[config.mk]
export PLATFORM = sky130hd
export DESIGN_NAME = adder_result_accum_flat
export DESIGN_NICKNAME = d
export VERILOG_FILES = /design/src/rtl/adder_result_accum_if.sv /design/src/rtl/adder_result_accum.sv /design/src/flat_wrapper.sv
export SDC_FILE = /design/constraint.sdc
export NUM_CORES = 1
export LEC_CHECK = 0
export BUFFER_PORTS_ARGS = -buffer_cell sky130_fd_sc_hd__buf_2
export CAP_MARGIN = 20
export CORE_AREA = 4 4 64 66
export DETAILED_ROUTE_END_ITERATION = 7
export DIE_AREA = 0 0 68 70
export PLACE_DENSITY = 0.66
export REMOVE_ABC_BUFFERS = 1
export SLEW_MARGIN = 20
export SYNTH_ARGS = -nofsm -noshare
export SYNTH_HDL_FRONTEND = slang
export SYNTH_SLANG_ARGS = --single-unit
[constraint.sdc]
create_clock -name clk -period 2.4 [get_ports clk]
set_clock_uncertainty 0.15 [all_clocks]
set_input_delay 0.48 -clock clk [delete_from_list [all_inputs] [get_ports clk]]
set_output_delay 0.48 -clock clk [all_outputs]
set_load 0.02 [all_outputs]
[src/rtl/adder_result_accum_if.sv]
// Beat-in / total-out handshake bundle for the adder result accumulator.
// The slave side is the accumulator; the master side is whoever feeds and drains it.
interface adder_result_accum_if #(
    parameter int DATA_W = 4,
    parameter int ACC_W  = 12,
    parameter int CNT_W  = 8
);
    logic              start;
    logic [CNT_W-1:0]  len;
    logic              in_valid;
    logic [DATA_W-1:0] in_sum;
    logic              in_carry;
    logic              in_ready;
    logic              out_valid;
    logic              out_ready;
    logic [ACC_W-1:0]  out_total;
    logic              out_ovf;
    logic              busy;

    modport slave (
        input  start, len, in_valid, in_sum, in_carry, out_ready,
        output in_ready, out_valid, out_total, out_ovf, busy
    );

    modport master (
        output start, len, in_valid, in_sum, in_carry, out_ready,
        input  in_ready, out_valid, out_total, out_ovf, busy
    );
endinterface

[src/rtl/adder_result_accum.sv]
// Accumulates a programmed number of {carry,sum} adder beats into a saturating total
// and holds that total on an output handshake until the consumer takes it.
module adder_result_accum #(
    parameter int DATA_W = 4,
    parameter int ACC_W  = 12,
    parameter int CNT_W  = 8
) (
    input  logic                 clk,
    input  logic                 rst,
    adder_result_accum_if.slave  bus
);
    localparam logic [1:0] S_IDLE  = 2'd0;
    localparam logic [1:0] S_ACCUM = 2'd1;
    localparam logic [1:0] S_DONE  = 2'd2;

    logic [1:0]       r_state;
    logic [CNT_W-1:0] r_rem;
    logic [ACC_W-1:0] r_acc;
    logic             r_ovf;

    logic             w_beat_fire;
    logic [ACC_W-1:0] w_beat_ext;
    logic [ACC_W:0]   w_sum;

    assign w_beat_fire = (r_state == S_ACCUM) && bus.in_valid;
    assign w_beat_ext  = ACC_W'({bus.in_carry, bus.in_sum});
    // One extra bit catches the wrap so saturation is a single MSB test.
    assign w_sum       = {1'b0, r_acc} + {1'b0, w_beat_ext};

    always_ff @(posedge clk) begin
        if (rst) begin
            r_state <= S_IDLE;
            r_rem   <= '0;
            r_acc   <= '0;
            r_ovf   <= 1'b0;
        end else begin
            case (r_state)
                S_IDLE: begin
                    if (bus.start) begin
                        r_acc   <= '0;
                        r_ovf   <= 1'b0;
                        r_rem   <= bus.len;
                        r_state <= (bus.len != '0) ? S_ACCUM : S_DONE;
                    end
                end
                S_ACCUM: begin
                    if (w_beat_fire) begin
                        r_rem <= r_rem - CNT_W'(1);
                        if (w_sum[ACC_W]) begin
                            r_acc <= '1;
                            r_ovf <= 1'b1;
                        end else begin
                            r_acc <= w_sum[ACC_W-1:0];
                        end
                        if (r_rem == CNT_W'(1))
                            r_state <= S_DONE;
                    end
                end
                S_DONE: begin
                    if (bus.out_ready)
                        r_state <= S_IDLE;
                end
                default: r_state <= S_IDLE;
            endcase
        end
    end

    assign bus.in_ready  = (r_state == S_ACCUM);
    assign bus.out_valid = (r_state == S_DONE);
    assign bus.busy      = (r_state != S_IDLE);
    assign bus.out_total = r_acc;
    assign bus.out_ovf   = r_ovf;
endmodule
[src/flat_wrapper.sv]
// flat-port wrapper written by rule: the top's interface ports become plain ports
module adder_result_accum_flat 
#(
    parameter int DATA_W = 4,
    parameter int ACC_W  = 12,
    parameter int CNT_W  = 8
)
  (clk, rst, bus_start, bus_len, bus_in_valid, bus_in_sum, bus_in_carry, bus_out_ready, bus_in_ready, bus_out_valid, bus_out_total, bus_out_ovf, bus_busy);
  adder_result_accum_if #(.DATA_W(DATA_W), .ACC_W(ACC_W), .CNT_W(CNT_W)) bus_i ();
  input  logic clk;
  input  logic rst;
  input wire logic [$bits(bus_i.start)-1:0] bus_start;
  input wire logic [$bits(bus_i.len)-1:0] bus_len;
  input wire logic [$bits(bus_i.in_valid)-1:0] bus_in_valid;
  input wire logic [$bits(bus_i.in_sum)-1:0] bus_in_sum;
  input wire logic [$bits(bus_i.in_carry)-1:0] bus_in_carry;
  input wire logic [$bits(bus_i.out_ready)-1:0] bus_out_ready;
  output wire logic [$bits(bus_i.in_ready)-1:0] bus_in_ready;
  output wire logic [$bits(bus_i.out_valid)-1:0] bus_out_valid;
  output wire logic [$bits(bus_i.out_total)-1:0] bus_out_total;
  output wire logic [$bits(bus_i.out_ovf)-1:0] bus_out_ovf;
  output wire logic [$bits(bus_i.busy)-1:0] bus_busy;
  assign bus_i.start = bus_start;
  assign bus_i.len = bus_len;
  assign bus_i.in_valid = bus_in_valid;
  assign bus_i.in_sum = bus_in_sum;
  assign bus_i.in_carry = bus_in_carry;
  assign bus_i.out_ready = bus_out_ready;
  assign bus_in_ready = bus_i.in_ready;
  assign bus_out_valid = bus_i.out_valid;
  assign bus_out_total = bus_i.out_total;
  assign bus_out_ovf = bus_i.out_ovf;
  assign bus_busy = bus_i.busy;
  adder_result_accum #(.DATA_W(DATA_W), .ACC_W(ACC_W), .CNT_W(CNT_W)) u_core (.clk(clk), .rst(rst), .bus(bus_i));
endmodule
Yosys cells after proc, flatten, opt, wreduce, memory -nomap -nowiden. Cells that the tools add are included.

Flip-flop bits (word level): 23. Bits of input ports: 18. Output and inout bits: 16. Word-level logic and storage cells: 39.

$add $sub $neg: 2. Equality and inequality tests: 8. Multiplexer cells: 17. Reductions and logical operators: 8.

Operators by type and width (count): $mux W12 (3); $pmux W12 S2 (1); $mux W8 (2); $pmux W8 S2 (1); $add A12 B5 Y13 (1); $mux W2 (5); $eq A8 B1 Y1 const B (1); $reduce_and A4 Y1 (2); $reduce_bool A8 Y1 (1); $sub A8 B1 Y8 const B (1); $ne A2 B1 Y1 const B (3); $pmux W2 S3 (1); $ne A2 B2 Y1 const B (2); $reduce_bool A2 Y1 (2); $mux W1 (3); $reduce_and A3 Y1 (1); $eq A2 B1 Y1 const B (1); $eq A2 B2 Y1 const B (1); $logic_not A2 Y1 (1); $pmux W1 S2 (1); $logic_and A1 B1 Y1 (1).

Longest topological paths before layout. Gate-level depths: netlist of run 1.

Word-level depth: 4. Mapped depth: 6. Mapped depth without buffers: 6.

Worst setup path before layout of run 1. No wires, ideal clock.

Kind: input -> register. From: input bus_in_sum[0]. To: register u_core.r_acc[10], in the netlist u_core.bus.out_total[10]. Setup time: 0.116 ns. Arrival: 1.999 ns. Data required time: 2.134 ns. Slack: 0.136 ns. Stages: 6. Path buffers: 0. Cell sequence: ha_1 > fa_1 > a211oi_1 > o21bai_1 > a41o_1 > and3_1.

Word-level cells in the longest chain between the ends: 4.

Ends and longest elaborated chain: from (decl) (RTL line flat_wrapper.sv:15) `input wire logic [$bits(bus_i.in_sum)-1:0] bus_in_sum;`; $add A12 B5 Y13 (RTL line adder_result_accum.sv:28) `assign w_sum = {1'b0, r_acc} + {1'b0, w_beat_ext};`; $mux W12 (RTL line adder_result_accum.sv:49) `if (w_sum[ACC_W]) begin`; $mux W12 (RTL line adder_result_accum.sv:47) `if (w_beat_fire) begin`; $pmux W12 S2 (RTL line adder_result_accum.sv:37) `case (r_state)`; to (signal assigned) (RTL line adder_result_accum.sv:53) `r_acc <= w_sum[ACC_W-1:0];`; to (decl) (RTL line adder_result_accum.sv:18) `logic [ACC_W-1:0] r_acc;`.

No other way between the ends. The select of a mux whose other input is x is not followed. A chain may end at the register's enable or synchronous reset.

Worst setup path in the final report of run 1.
From: register u_core.r_rem[2]. To: register u_core.r_state[0].

Word-level cells in the longest chain between the ends: 3.

Ends and longest elaborated chain: from (decl) (RTL line adder_result_accum.sv:17) `logic [CNT_W-1:0] r_rem;`; from (signal assigned) (RTL line adder_result_accum.sv:42) `r_rem <= bus.len;`; from (signal assigned) (RTL line adder_result_accum.sv:48) `r_rem <= r_rem - CNT_W'(1);`; $eq A8 B1 Y1 (RTL line adder_result_accum.sv:55) `if (r_rem == CNT_W'(1))`; $ne A2 B1 Y1 (no line); $reduce_and A4 Y1 (no line); to (signal assigned) (RTL line adder_result_accum.sv:43) `r_state <= (bus.len != '0) ? S_ACCUM : S_DONE;`; to (decl) (RTL line adder_result_accum.sv:16) `logic [1:0] r_state;`.

No other way between the ends.

==> flow_summary_export.csv, run 1 <==
group,metric,value,unit
logic_synthesis,synth_xor_area_share,1.135,%
logic_synthesis,synthFlopType,"dfxtp_1",
clock_tree,post_cts.repair.setup_buffers,0,
logic_synthesis,yosysSeqAreaShare,29.82,%
setup_path,setup.worst_path.end_class,"flop",
setup_path,crit_end,"u_core.r_state[0]",
routing,drcViolationCount,0,
sta,clock.fmax,451.5,MHz
global_routing,grt_pass1_wl,6.782,mm
power_and_ir_drop,peakVddDrop,0.2818,mV
logic_synthesis,synth_cells,193,
setup_path,cp.required,2.54,ns
layout,final_core_util,51.50,%
global_routing,grt_use_total,17.93,%
logic_synthesis,synthesis.area,1544,µm²
setup_path,cp.arrival,2.36,ns
logic_synthesis,synth_area_per_cell,8.000,µm²
clock_tree,cts_buffers,3,
setup_path,crit_path_start_kind,"flop",
layout,regArea,461.7,µm²
layout,area_growth,19.37,%
setup_path,rr_worst_depth,4,
layout,final_common_cell,"buf_2",
sta,post-route-period-util,92.29,%
logic_synthesis,yosysTopAreaCell,"dfxtp_1",
clock_tree,path_clk_slew,0.16,ns
sta,post-route-min-period,2.215,ns
logic_synthesis,synth.distinct_cells,55,
die,die_w,68,µm
clock_tree,clk_latency,0.34,ns
die,dieHeight,70,µm
outcome,status,"completed",
logic_synthesis,ys_seq_elements,23,
sta,tightest_slew,0.6129,ns
placed_design,place.gp.congestion,0.8788,
setup_path,critPathMaxFanout,5,
setup_path,criticalPathCategory,"reg2reg",
power_and_ir_drop,power.total,981.3,µW
global_routing,grt_pass1_vias,1458,
layout,drive_above_1_share,24.35,%
global_routing,antenna_found_initial,0,
power_and_ir_drop,power_density,532.5,nW/µm²
logic_synthesis,synth_fa_ha_area_share,6.969,%
layout,num_antenna_cells,0,
clock_tree,cts_tree,"done",
sta,setup_violations,0,
setup_path,worstSetupStartpoint,"u_core.r_rem[2]",
clock_tree,cts_sinks,23,
layout,multi_input_area,1040,µm²
sta,slew_headroom,58.08,%
power_and_ir_drop,p_leak,0.7687,nW
logic_synthesis,synth_top_family_by_area,"simple AND/OR/NAND/NOR gates",
routing,drt_iter0_markers,97,
routing,vias_per_cell,5.777,
routing,ant_nets,0,
setup_path,r2r-end,"u_core.r_state[0]",
layout,n_fill_cell,377,
run,drv_cap,0,
placed_design,dp_hpwl,3.028,mm
sta,slew_viol_final,0,
logic_synthesis,synth-simple-area-share,30.96,%
global_routing,grt_max_degree,23,
routing,vias,1606,
die,die_area,4760,µm²
logic_synthesis,yosys_warnings,0,
logic_synthesis,synthTopCellsByArea,"dfxtp_1 30%, nor2_1 6.1%, ha_1 5.7%",
sta,rsz0062_at_grt,"false",
hold_path,hp-class,"in2reg",
routing,first_pass_iters,4,
setup_path,regToRegSetupSlack,0.19,ns
routing,wl_per_cell,14.68,µm
logic_synthesis,synthArstFlopShare,0,%
placed_design,port_buffers,33,
logic_synthesis,synth-edff-count,0,
logic_synthesis,synth.top_cell.area_share,29.82,%
logic_synthesis,muxShareOfSynthArea,0.6483,%
layout,nNetsFinal,257,
global_routing,gr-total-overflow,0,
clock_tree,clockBufferDepth,2,
clock_tree,cts-root-buf,"clkbuf_4",
die,start_util,43.15,%
sta,hold_viol,0,
layout,mostFrequentLayoutCells,"33 x buf_2, 25 x nor2_1, 22 x dfxtp_1, 15 x a21oi_1",
routing,drt_wl_total,4.082,mm
die,rows,22,
die,boundaryPins,34,
setup_path,r2r_start,"u_core.r_rem[2]",
die,core,3578,µm²
clock_tree,htreeDepth,1,
logic_synthesis,synth_compound_area_share,27.07,%
-- cells in the mapped netlist, types with 4 or more instances --
master	instances
a211oi_1	8
nand3_1	9
o21ai_0	9
clkbuf_1	9
a21oi_1	15
and2_1	4
nand2_1	9
nor2_1	25
inv_1	5
dfxtp_1	23
ha_1	7
nor4_1	4
-- cells by family (layout without fill, tap and decap cells) --
group / count (synthesis) / after routing
AO/OA/AOI/OAI: 61 / 61
buffers and inverters: 14 / 51
AND/OR/NAND/NOR: 84 / 84
multiplexers: 1 / 1
XOR/XNOR: 2 / 2
adder cells (fa/ha/maj): 8 / 8
flip-flops: 23 / 23
-- area by class of cell --
| class | instances | area share (%) |
|---|---|---|
| clock inverters | 1 | 0.4073 |
| multi-input cells | 156 | 56.42 |
| clock buffers | 3 | 1.222 |
| flip-flops and latches | 23 | 25.05 |
| inverters | 5 | 1.018 |
| repair buffers | 42 | 12.63 |
| well taps | 48 | 3.259 |
-- sequential cells by signal, indices dropped and copies added (netlist names) --
register,cells
u_core.r_state,2
u_core.bus.out_total,12
u_core.bus.out_ovf,1
u_core.r_rem,8
-- how the worst min path moves through the flow --
| stage | from | to | depth (start not counted) |
|---|---|---|---|
| 3_5_place_dp | u_core.bus.out_ovf | u_core.bus.out_ovf | 2 |
| 3_3_place_gp | u_core.bus.out_ovf | u_core.bus.out_ovf | 2 |
| 4_1_cts | bus_out_ready | u_core.r_state[1] | 3 |
| 2_1_floorplan | u_core.r_rem[5] | u_core.r_rem[5] | 2 |
| 5_1_grt | bus_out_ready | u_core.r_state[1] | 3 |
| 6_report | bus_out_ready | u_core.r_state[1] | 3 |
-- power breakdown --
part           total [mW]  internal (mW)  switching, mW  leakage (nW)
clock               0.202         0.0639          0.138        0.0139
sequential          0.450          0.412         0.0380         0.188
combinational       0.330          0.144          0.185         0.567
-- layer usage --
layer	up-vias	share of wire (%)	GRT usage, %
li1	812	-	-
met1	749	50	25.90
met2	40	45	27.62
met3	5	4.4	2.251
met4	0	1.1	4.636
met5	-	0	0
-- what timing repair did --
| item | in CTS | in global routing |
|---|---|---|
| resized for setup | 0 | 3 |
| hold buffers | 0 | 0 |
| setup endpoints to repair | 0 | 6 |
| endpoints found under the hold margin | 0 | 0 |
-- critical path, stage by stage, from the launching register on --
cell and delay, ns:
dfxtp_1 0.38, or4_4 0.56, or4_4 0.52, a2111o_1 0.44, a21oi_2 0.13
-- metrics by stage --
stage                     hold slack, ns  setup slack [ns]  cells  cell area (µm²)  setup TNS, ns
final                             0.2153            0.1851    278             1843              0
after global placement            0.2921          -0.07107    274             1803        -0.1731
after CTS                         0.2150           0.09007    278             1833              0
after floorplan                   0.3057            0.1355    184             1510              0
after detailed placement          0.2968          -0.08594    274             1803        -0.2363
after global routing              0.2234           0.07193    278             1843              0
Note: power is estimated with default switching activity, not from simulation.
==> run 2, diff against run 1 <==
CORE_AREA = 4 4 59 61   (was 4 4 64 66)
DIE_AREA = 0 0 63 65   (was 0 0 68 70)
PLACE_DENSITY = 0.77   (was 0.66)
==> run 2 against run 1 <==
Wire length decreased by 4.3%. First-iteration DRC count up 22%. Clock power down 9%. Critical endpoint is now bus_in_ready.
==> flow_summary_export.csv, run 2 (synthesized netlist as in run 1, its figures left out) <==
group,metric,value,unit
outcome,status,"completed",
die,start_util,51.85,%
sta,clock.fmax,442.6,MHz
die,die_area,4095,µm²
die,die_w,63,µm
layout,area_growth,17.02,%
clock_tree,cts_sinks,23,
sta,tightest_slew,0.5942,ns
clock_tree,path_clk_slew,0.13,ns
power_and_ir_drop,peakVddDrop,0.3010,mV
sta,slew_headroom,59.36,%
die,rows,20,
routing,drt_iter0_markers,118,
clock_tree,post_cts.repair.setup_buffers,0,
routing,vias,1622,
clock_tree,cts_resized,0,
power_and_ir_drop,power_density,529.6,nW/µm²
routing,first_pass_iters,4,
placed_design,dp_slack,-0.1048,ns
die,dieHeight,65,µm
clock_tree,cts_hold_buf,0,
layout,num_antenna_cells,0,
power_and_ir_drop,seqPwrFrac,47.2,%
placed_design,dp_hpwl,2.945,mm
layout,nNetsFinal,255,
placed_design,place.gp.congestion,0.8370,
setup_path,worstSetupStartpoint,"u_core.r_state[0]",
setup_path,criticalPathCategory,"reg2out",
layout,n_fill_cell,294,
sta,post-route-min-period,2.259,ns
setup_path,setup.worst_path.end_class,"primary output",
routing,drt_wl_total,3.906,mm
global_routing,grt_pass1_vias,1526,
global_routing,grt_max_degree,23,
setup_path,cp.required,1.77,ns
layout,mostFrequentLayoutCells,"33 x buf_2, 25 x nor2_1, 23 x dfxtp_1, 15 x a21oi_1",
die,core,2978,µm²
clock_tree,clk_latency,0.31,ns
clock_tree,clockBufferDepth,2,
clock_tree,cts-root-buf,"clkbuf_4",
setup_path,r2r-end,"u_core.bus.out_total[10]",
global_routing,gr-total-overflow,0,
sta,fin_ws,0.1407,ns
routing,wl_per_cell,14.97,µm
power_and_ir_drop,p_leak,0.7610,nW
run,drv_cap,0,
sta,rsz0062_at_grt,"false",
routing,drcViolationCount,0,
layout,drive_above_1_share,23.25,%
global_routing,grt_pass1_wl,6.727,mm
setup_path,crit_path_start_kind,"flop",
placed_design,port_buffers,33,
global_routing,antenna_found_initial,0,
sta,post-route-period-util,94.14,%
power_and_ir_drop,power_frac_comb,33.5,%
clock_tree,cts_tree,"done",
setup_path,cp.arrival,1.63,ns
hold_path,whs_path_depth,3,
power_and_ir_drop,clkPwrFrac,19.2,%
clock_tree,htreeDepth,1,
power_and_ir_drop,netSwitchingFraction,35.96,%
sta,slew_viol_final,0,
hold_path,hold_start,"bus_out_ready",
hold_path,hold_end,"u_core.r_state[1]",
setup_path,r2r_start,"u_core.bus.out_total[0]",
routing,vias_per_cell,6.215,
setup_path,regToRegSetupSlack,0.14,ns
setup_path,critPathMaxFanout,16,
layout,largest_reg_flops,12,
power_and_ir_drop,power.total,956.8,µW
setup_path,rr_worst_depth,6,
routing,ant_nets,0,
layout,final_common_cell,"buf_2",
sta,hold_viol,0,
hold_path,hp-class,"in2reg",
sta,final.setup.tns,0,ns
power_and_ir_drop,power.internal,612.7,µW
clock_tree,cts_buffers,3,
power_and_ir_drop,power_switching,344.1,µW
sta,setup_violations,0,
global_routing,grt_use_total,19.72,%
die,boundaryPins,34,
-- run 2: changes by cell type in the layout (fill, tap and decap cells not counted), sizes merged --
cell / before / now
buf: 42 / 40
clkinv: 0 / 1
clkinvlp: 1 / 0
-- run 2: worst max-delay path: stages, from the launching register on --
cell,delay [ns]
dfxtp_1,0.63
nand2b_1,0.30
inv_1,0.20
buf_2,0.19
-- run 2: stage by stage --
| stage | cell area (µm²) | utilization, % | hold WS (ns) | instances |
|---|---|---|---|---|
| 6_report | 1807 | 60.67 | 0.2564 | 261 |
| 5_1_grt | 1807 | 60.67 | 0.2735 | 261 |
| 4_1_cts | 1797 | 60.34 | 0.2518 | 261 |
| 3_5_place_dp | 1769 | 59.41 | 0.2991 | 257 |
| 3_3_place_gp | 1769 | 59.41 | 0.2943 | 257 |
| 2_1_floorplan | 1510 | - | 0.3057 | 184 |
-- run 2: worst max-delay path by stage --
stage,end,slack [ns],cells past startpoint
after detailed placement,u_core.bus.out_total[6],-0.10,6
final,bus_in_ready,0.14,3
after floorplan,u_core.bus.out_total[10],0.14,6
after CTS,u_core.bus.out_total[6],0.10,5
after global placement,u_core.bus.out_total[10],-0.06,7
after global routing,bus_in_ready,0.009,3
-- run 2: power by group through the flow --
| stage | combinational, mW | sequential, mW | clock (mW) |
|---|---|---|---|
| finish | 0.321 | 0.452 | 0.184 |
| global route | 0.356 | 0.457 | 0.202 |
| CTS | 0.317 | 0.451 | 0.190 |
| detailed placement | 0.315 | 0.459 | 0 |
| global placement | 0.312 | 0.458 | 0 |
| floorplan | 0.216 | 0.456 | 0 |
-- run 2: layout make-up --
type	count	area (µm²)	share of cell area (%)
Multi-Input combinational cell	156	1041	57.62
Sequential cell	23	460.4	25.48
Timing Repair Buffer	40	217.7	12.05
Tap cell	33	41.29	2.285
Clock buffer	3	22.52	1.247
Inverter	5	18.77	1.039
Clock inverter	1	5.005	0.2770
-- run 2: layer usage --
metal / vias up / share of wire, % / routed length [µm] / track usage [%]
li1: 813 / - / - / -
met1: 765 / 49 / 1898 / 25.69
met2: 42 / 46 / 1797 / 33.73
met3: 2 / 4.8 / 189 / 2.600
met4: 0 / 0.54 / 21 / 6.061
met5: - / 0 / 0 / 0
==> run 3, diff against run 2 <==
CORE_AREA = 4 4 69 52   (was 4 4 59 61)
DIE_AREA = 0 0 73 56   (was 0 0 63 65)
PLACE_DENSITY = 0.78   (was 0.77)
==> run 3 against run 2 <==
Sequential share of layout area fell by 0.47 points. Fmax rose by 0.72%. Non-clock buffer count rose by 2. Sequential power barely moved. Total power rose by 7.0%. Largest power group unchanged.
==> flow_summary_export.csv, run 3 (synthesized netlist as in run 1, its figures left out) <==
group,metric,value,unit
outcome,status,"completed",
layout,area_growth,19.21,%
layout,nNetsFinal,257,
routing,vias,1637,
clock_tree,cts_buffers,3,
clock_tree,clockBufferDepth,2,
sta,final.setup.tns,0,ns
layout,drive_above_1_share,23.04,%
setup_path,slowest_stage,"fa_1",
routing,vias_per_cell,6.108,
setup_path,cp.required,2.41,ns
clock_tree,cts-root-buf,"clkbuf_8",
setup_path,cp.arrival,2.26,ns
setup_path,cp_cell_sequence,"ha_1, fa_1, a211oi_1, o21bai_2, a41o_1, and3_1",
placed_design,dp_hpwl,2.987,mm
sta,tightest_slew,0.5423,ns
setup_path,max_stage_delay,0.39,ns
power_and_ir_drop,p_leak,0.7774,nW
placed_design,place.gp.congestion,0.8697,
layout,num_antenna_cells,0,
placed_design,placed_area,1790,µm²
sta,post-route-min-period,2.243,ns
sta,hold_viol,0,
global_routing,grt_pass1_vias,1431,
clock_tree,post_cts.repair.setup_buffers,0,
die,core,2999,µm²
clock_tree,clk_latency,0.27,ns
setup_path,worst-path-buf-inv,0,
clock_tree,cts_sinks,23,
setup_path,criticalPathCategory,"reg2reg",
die,die_w,73,µm
power_and_ir_drop,power_density,556.3,nW/µm²
layout,regArea,460.4,µm²
routing,drt_wl_total,3.910,mm
clock_tree,htreeDepth,1,
setup_path,crit_family,"compound AO/OA/AOI/OAI gates",
sta,clock.fmax,445.8,MHz
sta,rsz0062_at_grt,"false",
clock_tree,path_clk_slew,0.09,ns
die,dieHeight,56,µm
power_and_ir_drop,power.total,1.024,mW
layout,multi_input_area,1036,µm²
sta,setup_violations,0,
layout,largest_reg_flops,12,
layout,final_common_cell,"buf_2",
sta,slew_headroom,63.76,%
placed_design,port_buffers,33,
hold_path,hp-class,"in2reg",
die,die_area,4088,µm²
routing,ant_nets,0,
global_routing,grt_pass1_wl,6.713,mm
layout,n_fill_cell,276,
global_routing,grt_max_degree,23,
die,rows,17,
sta,post-route-period-util,93.46,%
setup_path,crit_path_start_kind,"flop",
layout,mostFrequentLayoutCells,"33 x buf_2, 25 x nor2_1, 23 x dfxtp_1, 15 x a21oi_1",
run,drv_cap,0,
global_routing,gr-total-overflow,0,
routing,drcViolationCount,0,
clock_tree,cts_tree,"done",
layout,final_core_util,61.37,%
routing,wl_per_cell,14.59,µm
die,start_util,51.48,%
setup_path,setup.worst_path.end_class,"flop",
power_and_ir_drop,peakVddDrop,0.2528,mV
global_routing,grt_use_total,20.09,%
die,boundaryPins,34,
routing,drt_iter0_markers,166,
routing,first_pass_iters,4,
global_routing,antenna_found_initial,0,
setup_path,critPathMaxFanout,10,
layout,final_area,1841,µm²
sta,slew_viol_final,0,
==> run 3: area by class of cell <==
type,count,share of cell area [%]
inverter,5,1.020
clock buffer,4,2.447
sequential,23,25.02
tap,38,2.583
multi-input combinational,156,56.29
timing repair buffer,42,12.64
==> run 3: repair_timing <==
action                                 in CTS  in global routing
endpoints found under the hold margin       0                  0
resized for setup                           0                  2
hold buffers                                0                  0
setup endpoints to repair                   0                  6
==> run 3: where the power goes <==
group | internal, mW | switching, mW | total (mW)
clock | 0.119 | 0.130 | 0.249
combinational | 0.142 | 0.184 | 0.325
sequential | 0.411 | 0.0386 | 0.449
==> run 3: worst min-delay path, stage by stage <==
cell	delay, ns
buf_2	0.07
nand2b_1	0.09
a21oi_1	0.05
==> run 3: per-layer routing <==
metal	part of all wire [%]	GRT usage (%)	vias to the layer above
li1	-	-	811
met1	51	32.32	751
met2	41	26.75	71
met3	7.5	4.513	4
met4	0.59	3.158	0
met5	0	0	-
==> run 3: worst paths after layout <==
kind                            from                  endpoint  slack [ns]  cells past startpoint
max reg2reg  u_core.bus.out_total[0]  u_core.bus.out_total[10]        0.16                      6
min                    bus_out_ready         u_core.r_state[1]        0.32                      3
min reg2reg  u_core.bus.out_total[4]   u_core.bus.out_total[4]        0.35                      2
max          u_core.bus.out_total[0]  u_core.bus.out_total[10]        0.16                      6
==> run 3: metrics by stage <==
stage | std cells | setup WS (ns) | hold slack [ns]
2_1_floorplan | 184 | 0.1355 | 0.3057
3_5_place_dp | 264 | -0.1508 | 0.3305
6_report | 268 | 0.1569 | 0.3169
3_3_place_gp | 264 | -0.07662 | 0.3135
4_1_cts | 268 | 0.09022 | 0.3176
5_1_grt | 268 | 0.05985 | 0.3385
